### config.mk
export PLATFORM = sky130hd
export DESIGN_NAME = mem_arbiter_flat
export DESIGN_NICKNAME = d
export VERILOG_FILES = /design/src/rtl/mem_arbiter_pkg.sv /design/src/rtl/mem_arbiter_if.sv /design/src/rtl/mem_arbiter.sv /design/src/flat_wrapper.sv
export SDC_FILE = /design/constraint.sdc
export NUM_CORES = 1
export LEC_CHECK = 0
export CELL_PAD_IN_SITES_DETAIL_PLACEMENT = 0
export CELL_PAD_IN_SITES_GLOBAL_PLACEMENT = 1
export CORE_ASPECT_RATIO = 0.8
export CORE_UTILIZATION = 26
export CTS_BUF_LIST = sky130_fd_sc_hd__clkbuf_2 sky130_fd_sc_hd__clkbuf_4 sky130_fd_sc_hd__clkbuf_8
export CTS_CLUSTER_DIAMETER = 200
export DETAILED_ROUTE_END_ITERATION = 16
export PLACE_DENSITY_LB_ADDON = 0.1
export SYNTH_ARGS = -nofsm -noshare
export SYNTH_HDL_FRONTEND = slang
export SYNTH_SLANG_ARGS = --single-unit
### constraint.sdc
create_clock -name clk -period 3.39 [get_ports clk]
set_input_delay 0.8475 -clock clk [delete_from_list [all_inputs] [get_ports clk]]
set_output_delay 0.8475 -clock clk [all_outputs]
set_load 0.02 [all_outputs]
### src/rtl/mem_arbiter_pkg.sv
`default_nettype none
// Shared widths and enums for the instruction/data memory arbiter.
package Types;
   localparam int ADDR_W = 32;
   localparam int DATA_W = 32;
   localparam int BE_W   = 4;

   typedef enum logic [2:0] {
      IDLE   = 3'd0,
      CMD_I  = 3'd1,
      CMD_DR = 3'd2,
      CMD_DW = 3'd3,
      RESP_I = 3'd4,
      RESP_D = 3'd5
   } arb_state_t;

   typedef enum logic {
      GRANT_I = 1'b0,
      GRANT_D = 1'b1
   } grant_t;
endpackage
`default_nettype wire

### src/rtl/mem_arbiter_if.sv
`default_nettype none
// Avalon-MM read-only and read/write bus bundles with host/agent views.
interface AvalonMmRead;
   import Types::*;
   logic [ADDR_W-1:0] address;
   logic              read;
   logic [DATA_W-1:0] readdata;
   logic              readdatavalid;
   logic              waitrequest;

   modport Host  (output address, read, input  readdata, readdatavalid, waitrequest);
   modport Agent (input  address, read, output readdata, readdatavalid, waitrequest);
endinterface

interface AvalonMmRw;
   import Types::*;
   logic [ADDR_W-1:0] address;
   logic              read;
   logic              write;
   logic [BE_W-1:0]   byteenable;
   logic [DATA_W-1:0] writedata;
   logic [DATA_W-1:0] readdata;
   logic              readdatavalid;
   logic              waitrequest;

   modport Host  (output address, read, write, byteenable, writedata,
                  input  readdata, readdatavalid, waitrequest);
   modport Agent (input  address, read, write, byteenable, writedata,
                  output readdata, readdatavalid, waitrequest);
endinterface
`default_nettype wire

### src/rtl/mem_arbiter.sv
`default_nettype none
// Round-robin arbiter sharing one Avalon-MM memory port between the CPU
// instruction-fetch and load/store ports, one transaction in flight at a time.
module mem_arbiter
   import Types::*;
(
   input  wire logic  clk,
   input  wire logic  rst,
   AvalonMmRead.Agent ibus,
   AvalonMmRw.Agent   dbus,
   AvalonMmRw.Host    mem
);

   arb_state_t        state_q, state_d;
   grant_t            last_q, last_d;
   logic              mask_i_q, mask_i_d;
   logic              mask_d_q, mask_d_d;
   logic [ADDR_W-1:0] addr_q, addr_d;
   logic [BE_W-1:0]   be_q, be_d;
   logic [DATA_W-1:0] wdata_q, wdata_d;

   logic req_i, req_d, accept, pick_d;

   assign req_i  = ibus.read & ~mask_i_q;
   assign req_d  = (dbus.read | dbus.write) & ~mask_d_q;
   assign accept = ~mem.waitrequest;

   always_ff @(posedge clk or negedge rst) begin
      if (!rst) begin
         state_q  <= IDLE;
         last_q   <= GRANT_I;
         mask_i_q <= 1'b0;
         mask_d_q <= 1'b0;
         addr_q   <= '0;
         be_q     <= '0;
         wdata_q  <= '0;
      end else begin
         state_q  <= state_d;
         last_q   <= last_d;
         mask_i_q <= mask_i_d;
         mask_d_q <= mask_d_d;
         addr_q   <= addr_d;
         be_q     <= be_d;
         wdata_q  <= wdata_d;
      end
   end

   // Masks live for one cycle only; they are set on completion and cleared otherwise.
   always_comb begin
      state_d  = state_q;
      last_d   = last_q;
      mask_i_d = 1'b0;
      mask_d_d = 1'b0;
      addr_d   = addr_q;
      be_d     = be_q;
      wdata_d  = wdata_q;
      pick_d   = 1'b0;
      case (state_q)
         IDLE: begin
            if (req_i || req_d) begin
               pick_d = req_d & (~req_i | (last_q == GRANT_I));
               if (pick_d) begin
                  last_d  = GRANT_D;
                  addr_d  = dbus.address;
                  be_d    = dbus.byteenable;
                  wdata_d = dbus.writedata;
                  state_d = dbus.write ? CMD_DW : CMD_DR;
               end else begin
                  last_d  = GRANT_I;
                  addr_d  = ibus.address;
                  be_d    = '1;
                  wdata_d = '0;
                  state_d = CMD_I;
               end
            end
         end
         CMD_I:  if (accept) state_d = RESP_I;
         CMD_DR: if (accept) state_d = RESP_D;
         CMD_DW: begin
            if (accept) begin
               state_d  = IDLE;
               mask_d_d = 1'b1;
            end
         end
         RESP_I: begin
            if (mem.readdatavalid) begin
               state_d  = IDLE;
               mask_i_d = 1'b1;
            end
         end
         RESP_D: begin
            if (mem.readdatavalid) begin
               state_d  = IDLE;
               mask_d_d = 1'b1;
            end
         end
         default: state_d = IDLE;
      endcase
   end

   assign mem.read       = (state_q == CMD_I) || (state_q == CMD_DR);
   assign mem.write      = (state_q == CMD_DW);
   assign mem.address    = addr_q;
   assign mem.byteenable = be_q;
   assign mem.writedata  = wdata_q;

   // Responses reach only the port that owns the in-flight transaction.
   assign ibus.waitrequest   = ~((state_q == CMD_I) && accept);
   assign dbus.waitrequest   = ~(((state_q == CMD_DR) || (state_q == CMD_DW)) && accept);
   assign ibus.readdatavalid = (state_q == RESP_I) && mem.readdatavalid;
   assign dbus.readdatavalid = (state_q == RESP_D) && mem.readdatavalid;
   assign ibus.readdata      = (state_q == RESP_I) ? mem.readdata : '0;
   assign dbus.readdata      = (state_q == RESP_D) ? mem.readdata : '0;

endmodule
`default_nettype wire
### src/flat_wrapper.sv
// flat-port wrapper written by rule: the top's interface ports become plain ports
module mem_arbiter_flat import Types::*;
  (clk, rst, ibus_address, ibus_read, ibus_readdata, ibus_readdatavalid, ibus_waitrequest, dbus_address, dbus_read, dbus_write, dbus_byteenable, dbus_writedata, dbus_readdata, dbus_readdatavalid, dbus_waitrequest, mem_address, mem_read, mem_write, mem_byteenable, mem_writedata, mem_readdata, mem_readdatavalid, mem_waitrequest);
  AvalonMmRead ibus_i ();
  AvalonMmRw dbus_i ();
  AvalonMmRw mem_i ();
  input  wire logic clk;
  input  wire logic rst;
  input wire logic [$bits(ibus_i.address)-1:0] ibus_address;
  input wire logic [$bits(ibus_i.read)-1:0] ibus_read;
  output wire logic [$bits(ibus_i.readdata)-1:0] ibus_readdata;
  output wire logic [$bits(ibus_i.readdatavalid)-1:0] ibus_readdatavalid;
  output wire logic [$bits(ibus_i.waitrequest)-1:0] ibus_waitrequest;
  input wire logic [$bits(dbus_i.address)-1:0] dbus_address;
  input wire logic [$bits(dbus_i.read)-1:0] dbus_read;
  input wire logic [$bits(dbus_i.write)-1:0] dbus_write;
  input wire logic [$bits(dbus_i.byteenable)-1:0] dbus_byteenable;
  input wire logic [$bits(dbus_i.writedata)-1:0] dbus_writedata;
  output wire logic [$bits(dbus_i.readdata)-1:0] dbus_readdata;
  output wire logic [$bits(dbus_i.readdatavalid)-1:0] dbus_readdatavalid;
  output wire logic [$bits(dbus_i.waitrequest)-1:0] dbus_waitrequest;
  output wire logic [$bits(mem_i.address)-1:0] mem_address;
  output wire logic [$bits(mem_i.read)-1:0] mem_read;
  output wire logic [$bits(mem_i.write)-1:0] mem_write;
  output wire logic [$bits(mem_i.byteenable)-1:0] mem_byteenable;
  output wire logic [$bits(mem_i.writedata)-1:0] mem_writedata;
  input wire logic [$bits(mem_i.readdata)-1:0] mem_readdata;
  input wire logic [$bits(mem_i.readdatavalid)-1:0] mem_readdatavalid;
  input wire logic [$bits(mem_i.waitrequest)-1:0] mem_waitrequest;
  assign ibus_i.address = ibus_address;
  assign ibus_i.read = ibus_read;
  assign ibus_readdata = ibus_i.readdata;
  assign ibus_readdatavalid = ibus_i.readdatavalid;
  assign ibus_waitrequest = ibus_i.waitrequest;
  assign dbus_i.address = dbus_address;
  assign dbus_i.read = dbus_read;
  assign dbus_i.write = dbus_write;
  assign dbus_i.byteenable = dbus_byteenable;
  assign dbus_i.writedata = dbus_writedata;
  assign dbus_readdata = dbus_i.readdata;
  assign dbus_readdatavalid = dbus_i.readdatavalid;
  assign dbus_waitrequest = dbus_i.waitrequest;
  assign mem_address = mem_i.address;
  assign mem_read = mem_i.read;
  assign mem_write = mem_i.write;
  assign mem_byteenable = mem_i.byteenable;
  assign mem_writedata = mem_i.writedata;
  assign mem_i.readdata = mem_readdata;
  assign mem_i.readdatavalid = mem_readdatavalid;
  assign mem_i.waitrequest = mem_waitrequest;
  mem_arbiter u_core (.clk(clk), .rst(rst), .ibus(ibus_i), .dbus(dbus_i), .mem(mem_i));
endmodule
### Word-level counts from Yosys, hierarchy flattened

Index checks and enable logic that the tools add are counted.

* register bits after elaboration: 74
* bits in writable memories: 0
* output and inout port bits: 138
* bits in latches: 0
* ROM bits: 0
* logic and storage cells: 58
* memories kept: 0

* shifts and indexed selects: 0
* equal/unequal tests: 10
* div/mod/pow operators: 0
* add/subtract/negate cells: 0
* bitwise gates (word level): 12
* reductions and logical operators: 11
* $lt $le $gt $ge: 0
* multipliers: 0
* muxes and demuxes: 18

Operators by type and width (count)
* two-way mux 32 bit: 4
* two-way mux 3 bit: 6
* one-hot mux 3 bit (5 select lines): 1
* NOT 1 bit: 7
* == test 3 x 2 -> 1 bit (second input constant): 2
* == test 3 bit (second input constant): 2
* inequality test 2 bit (second input constant): 3
* two-way mux 1 bit: 5
* AND reduction 5 bit: 1
* logical AND 1 bit: 4
* two-way mux 4 bit: 1
* inequality test 2 x 1 -> 1 bit (second input constant): 2
* bitwise AND 1 bit: 3
* == test 3 x 1 -> 1 bit (second input constant): 1
* logical NOT 3 bit: 1
* logical OR 1 bit: 3
* bitwise OR 1 bit: 2
* one-hot mux 1 bit (2 select lines): 1
* AND reduction 2 bit: 1
* OR reduction 2 bit: 1

### Logic depth before layout (Yosys ltp)

* word-level depth: 8
* gate-level depth with buffers: 6
* depth with buffers taken out: 4

### Worst setup path after synthesis

Ideal clock, no wire load.

* path kind: register -> output
* start point: register u_core.state_q[1]
* end point: output ibus_readdata[10]
* arrival: 1.500 ns
* cell stages (with the launch flop): 5
* required time: 2.543 ns
* path slack: 1.042 ns
* cells stage by stage: dfrtp_1 > clkbuf_1 > nor3b_1 > clkbuf_1 > and2_1

* longest elaborated chain between the ends: 2

RTL lines
* start: declaration: line mem_arbiter.sv:14 `arb_state_t state_q, state_d;`
* start signal: assignment: line mem_arbiter.sv:38 `state_q <= state_d;`
* == test 3 bit: line mem_arbiter.sv:112 `assign ibus.readdata = (state_q == RESP_I) ? mem.readdata : '0;`
* two-way mux 32 bit: line mem_arbiter.sv:112
* end: declaration: line flat_wrapper.sv:11 `output wire logic [$bits(ibus_i.readdata)-1:0] ibus_readdata;`

No other way between the ends.

### Final worst setup path

* start point: register u_core.state_q[0]
* end point: output dbus_readdatavalid

* longest elaborated chain between the ends: 2

RTL lines
* == test 3 bit: line mem_arbiter.sv:111 `assign dbus.readdatavalid = (state_q == RESP_D) && mem.readdatavalid;`
* logical AND 1 bit: line mem_arbiter.sv:111
* end: declaration: line flat_wrapper.sv:20 `output wire logic [$bits(dbus_i.readdatavalid)-1:0] dbus_readdatavalid;`

No other way between the ends.

==> results.sh <==
export IMPL_status="finished clean"
export IMPL_synth_edf_count=0
export IMPL_async_flop_share_pct=100
export IMPL_ys_ff_latch=74
export IMPL_nFillCells=1192
export IMPL_core_area_um2=13100
export IMPL_grt_max_degree=75
export IMPL_crit_start="u_core.state_q[0]$_DFFE_PN0P_"
export IMPL_reg2reg_from="u_core.mask_i_q$_DFF_PN0_"
export IMPL_worstHoldStart="u_core.mem.address[30]$_DFFE_PN0P_"
export IMPL_synthesis_area_um2=3550
export IMPL_io_buffers=276
export IMPL_period_minus_slack_ns=3.18
export IMPL_cp_max_fo=33
export IMPL_tns_ns=0
export IMPL_post_dp_cell_area_um2=6490
export IMPL_yosysTopAreaCell="dfrtp_1"
export IMPL_ant_nets=0
export IMPL_insertion_delay_ns=0.35
export IMPL_max_vdd_ir_drop_mv=0.406
export IMPL_ys_seq_area_share_pct=52.1
export IMPL_syn_instance_count=331
export IMPL_final_util_pct=51.0
export IMPL_design_area_um2=6680
export IMPL_setup_viol=0
export IMPL_syn_area_per_cell_um2=10.7
export IMPL_place_hpwl_um=9220
export IMPL_synthFlopType="dfrtp_1"
export IMPL_cts_buffers_inserted=9
export IMPL_antenna_found_initial=0
export IMPL_routedWlPerCell_um=15.7
export IMPL_drive_above_1_share_pct=5.31
export IMPL_post_cts_buffers=0
export IMPL_via_per_inst=4.42
export IMPL_wl_um=12200
export IMPL_cap_violations=0
export IMPL_cp_arrival_ns=2.33
export IMPL_drt_pass1_iterations=5
export IMPL_cts_tree="built"
export IMPL_path_class="reg -> out"
export IMPL_die_y_um=107
export IMPL_start_util_pct=27.1
export IMPL_top_usage_layer="met2"
export IMPL_vias=3442
export IMPL_cts_sinks=74
export IMPL_clk_path_buf_depth=2
export IMPL_use_met2_pct=28.5
export IMPL_area_growth_pct=88.1
export IMPL_critPathRequiredTime_ns=2.54
export IMPL_finalHoldViolCount=0
export IMPL_synth_area_top_cells="dfrtp_1 52%, and2_1 12%, mux2i_1 9.0%"
export IMPL_mostFrequentLayoutCells="275 x clkdlybuf4s50_1, 74 x dfrtp_1, 67 x and2_1, 35 x nand2_1, 35 x o21ai_0"
export IMPL_globalRouteTotalUtil_pct=17.5
export IMPL_num_io_pins=277
export IMPL_htreeDepth=3
export IMPL_rsz0062_at_grt="false"
export IMPL_grt_pass1_vias=3559
export IMPL_clkSlewWorstSetupHoldPaths_ns=0.08
export IMPL_final_net_count=737
export IMPL_tightest_slew_ns=0.961
export IMPL_grt_pass1_wl_um=19200
export IMPL_antenna_cells=0
export IMPL_layout_commonest_cell="clkdlybuf4s50_1"
export IMPL_cp_end_kind="output port"
export IMPL_drv_slew=0
export IMPL_gr_total_overflow=0
export IMPL_relSlewSlack_pct=35.9
export IMPL_cts_resized=0
export IMPL_chipWidth_um=133
export IMPL_met1_usage_pct=20.5
export IMPL_hp_class="reg -> reg"
export IMPL_syn_nets=470
export IMPL_holdBufCountCts=0
export IMPL_gp_congestion=0.733
export IMPL_dieArea_um2=14100
export IMPL_root_buffer="clkbuf_8"
export IMPL_start_kind="register"
export IMPL_yosys_warnings=0
export IMPL_drc_errors=0
export IMPL_fmax_mhz=315
export IMPL_finalCritPeriodShare_pct=93.7
export IMPL_rows=37
export IMPL_powerDensity_nw_per_um2=790
export IMPL_met3_usage_pct=7.96
export IMPL_finalPower_uw=5280
export IMPL_synth_top_cell_area_share_pct=52.1
export IMPL_skew_ns=0.00993
export IMPL_cellLeakagePower_uw=0.00281
export IMPL_drt_iter0_drc=98
export IMPL_synth_cell_types=30
==> through the flow <==
step	hold slack, ns	worst slack [ns]	cells
after floorplan	0.504	1.04	331
after global placement	0.462	0.255	762
after detailed placement	0.471	0.245	762
after CTS	0.490	0.178	778
after global routing	0.509	0.0599	778
final	0.480	0.215	778
==> worst paths after layout <==
check                                                     endpoint  slack [ns]  cells past startpoint
max in group asynchronous            u_core.state_q[0]$_DFFE_PN0P_        2.12                      1
worst max register to register  u_core.mem.address[20]$_DFFE_PN0P_        1.38                      5
worst max-delay path                            dbus_readdatavalid        0.21                      4
min in group asynchronous       u_core.mem.address[30]$_DFFE_PN0P_        0.64                      1
worst min register to register  u_core.mem.address[30]$_DFFE_PN0P_        0.48                      2
worst min-delay path            u_core.mem.address[30]$_DFFE_PN0P_        0.48                      2
==> area by class of cell <==
type	count	area, µm²	share of cell area, %
Clock inverter	7	70.1	1.05
Tap cell	175	219	3.28
Timing Repair Buffer	283	2830	42.3
Clock buffer	9	124	1.85
Inverter	2	7.51	0.112
Multi-Input combinational cell	228	1580	23.7
Sequential cell	74	1850	27.7
==> critical path, cell delays in order (launching register included) <==
cell             delay (ns)
dfrtp_1                0.66
and3b_1                0.23
buf_4                  0.27
and2_1                 0.19
clkdlybuf4s50_1        0.62
==> synth_stat cells, drive strengths merged (2+ instances only) <==
| cell | count |
|---|---|
| buf | 15 |
| clkbuf | 12 |
| dfrtp | 74 |
| and2 | 67 |
| mux2i | 32 |
| nand3b | 2 |
| o22a | 4 |
| nand2 | 35 |
| o21bai | 2 |
| nor2b | 2 |
| nor2 | 3 |
| a22o | 32 |
| o21ai | 35 |
| inv | 2 |
==> kinds of logic (layout without fill, tap and decap cells) <==
family / after synthesis / count (layout) / share of synthesized area, %
AND/OR/NAND/NOR: 114 / 114 / 18.3
AO/OA/AOI/OAI: 80 / 80 / 16.2
flip-flops: 74 / 74 / 52.1
multiplexers: 33 / 33 / 9.34
buffers and inverters: 29 / 301 / 3.77
XOR/XNOR: 1 / 1 / 0.247
==> metal layers <==
layer / routed length, µm / up-vias / share of wire [%]
met3: 1210 / 16 / 9.9
met1: 4960 / 1591 / 41
met4: 226 / 0 / 1.9
met5: 0 / - / 0
li1: - / 1677 / -
met2: 5790 / 158 / 48
==> state kept, by name, indices dropped and copies added (netlist names) <==
signal	count
u_core.state_q	3
u_core.mask_d_q	1
u_core.mem.byteenable	4
u_core.mem.address	32
u_core.mask_i_q	1
u_core.last_q	1
u_core.mem.writedata	32
==> where the power goes <==
group          leakage (µW)  switching (µW)  internal [µW]
logic               0.00179            1570           1500
registers          0.000923             248           1280
clock network     0.0000990             339            339
Power figures use the tool's default switching activity.
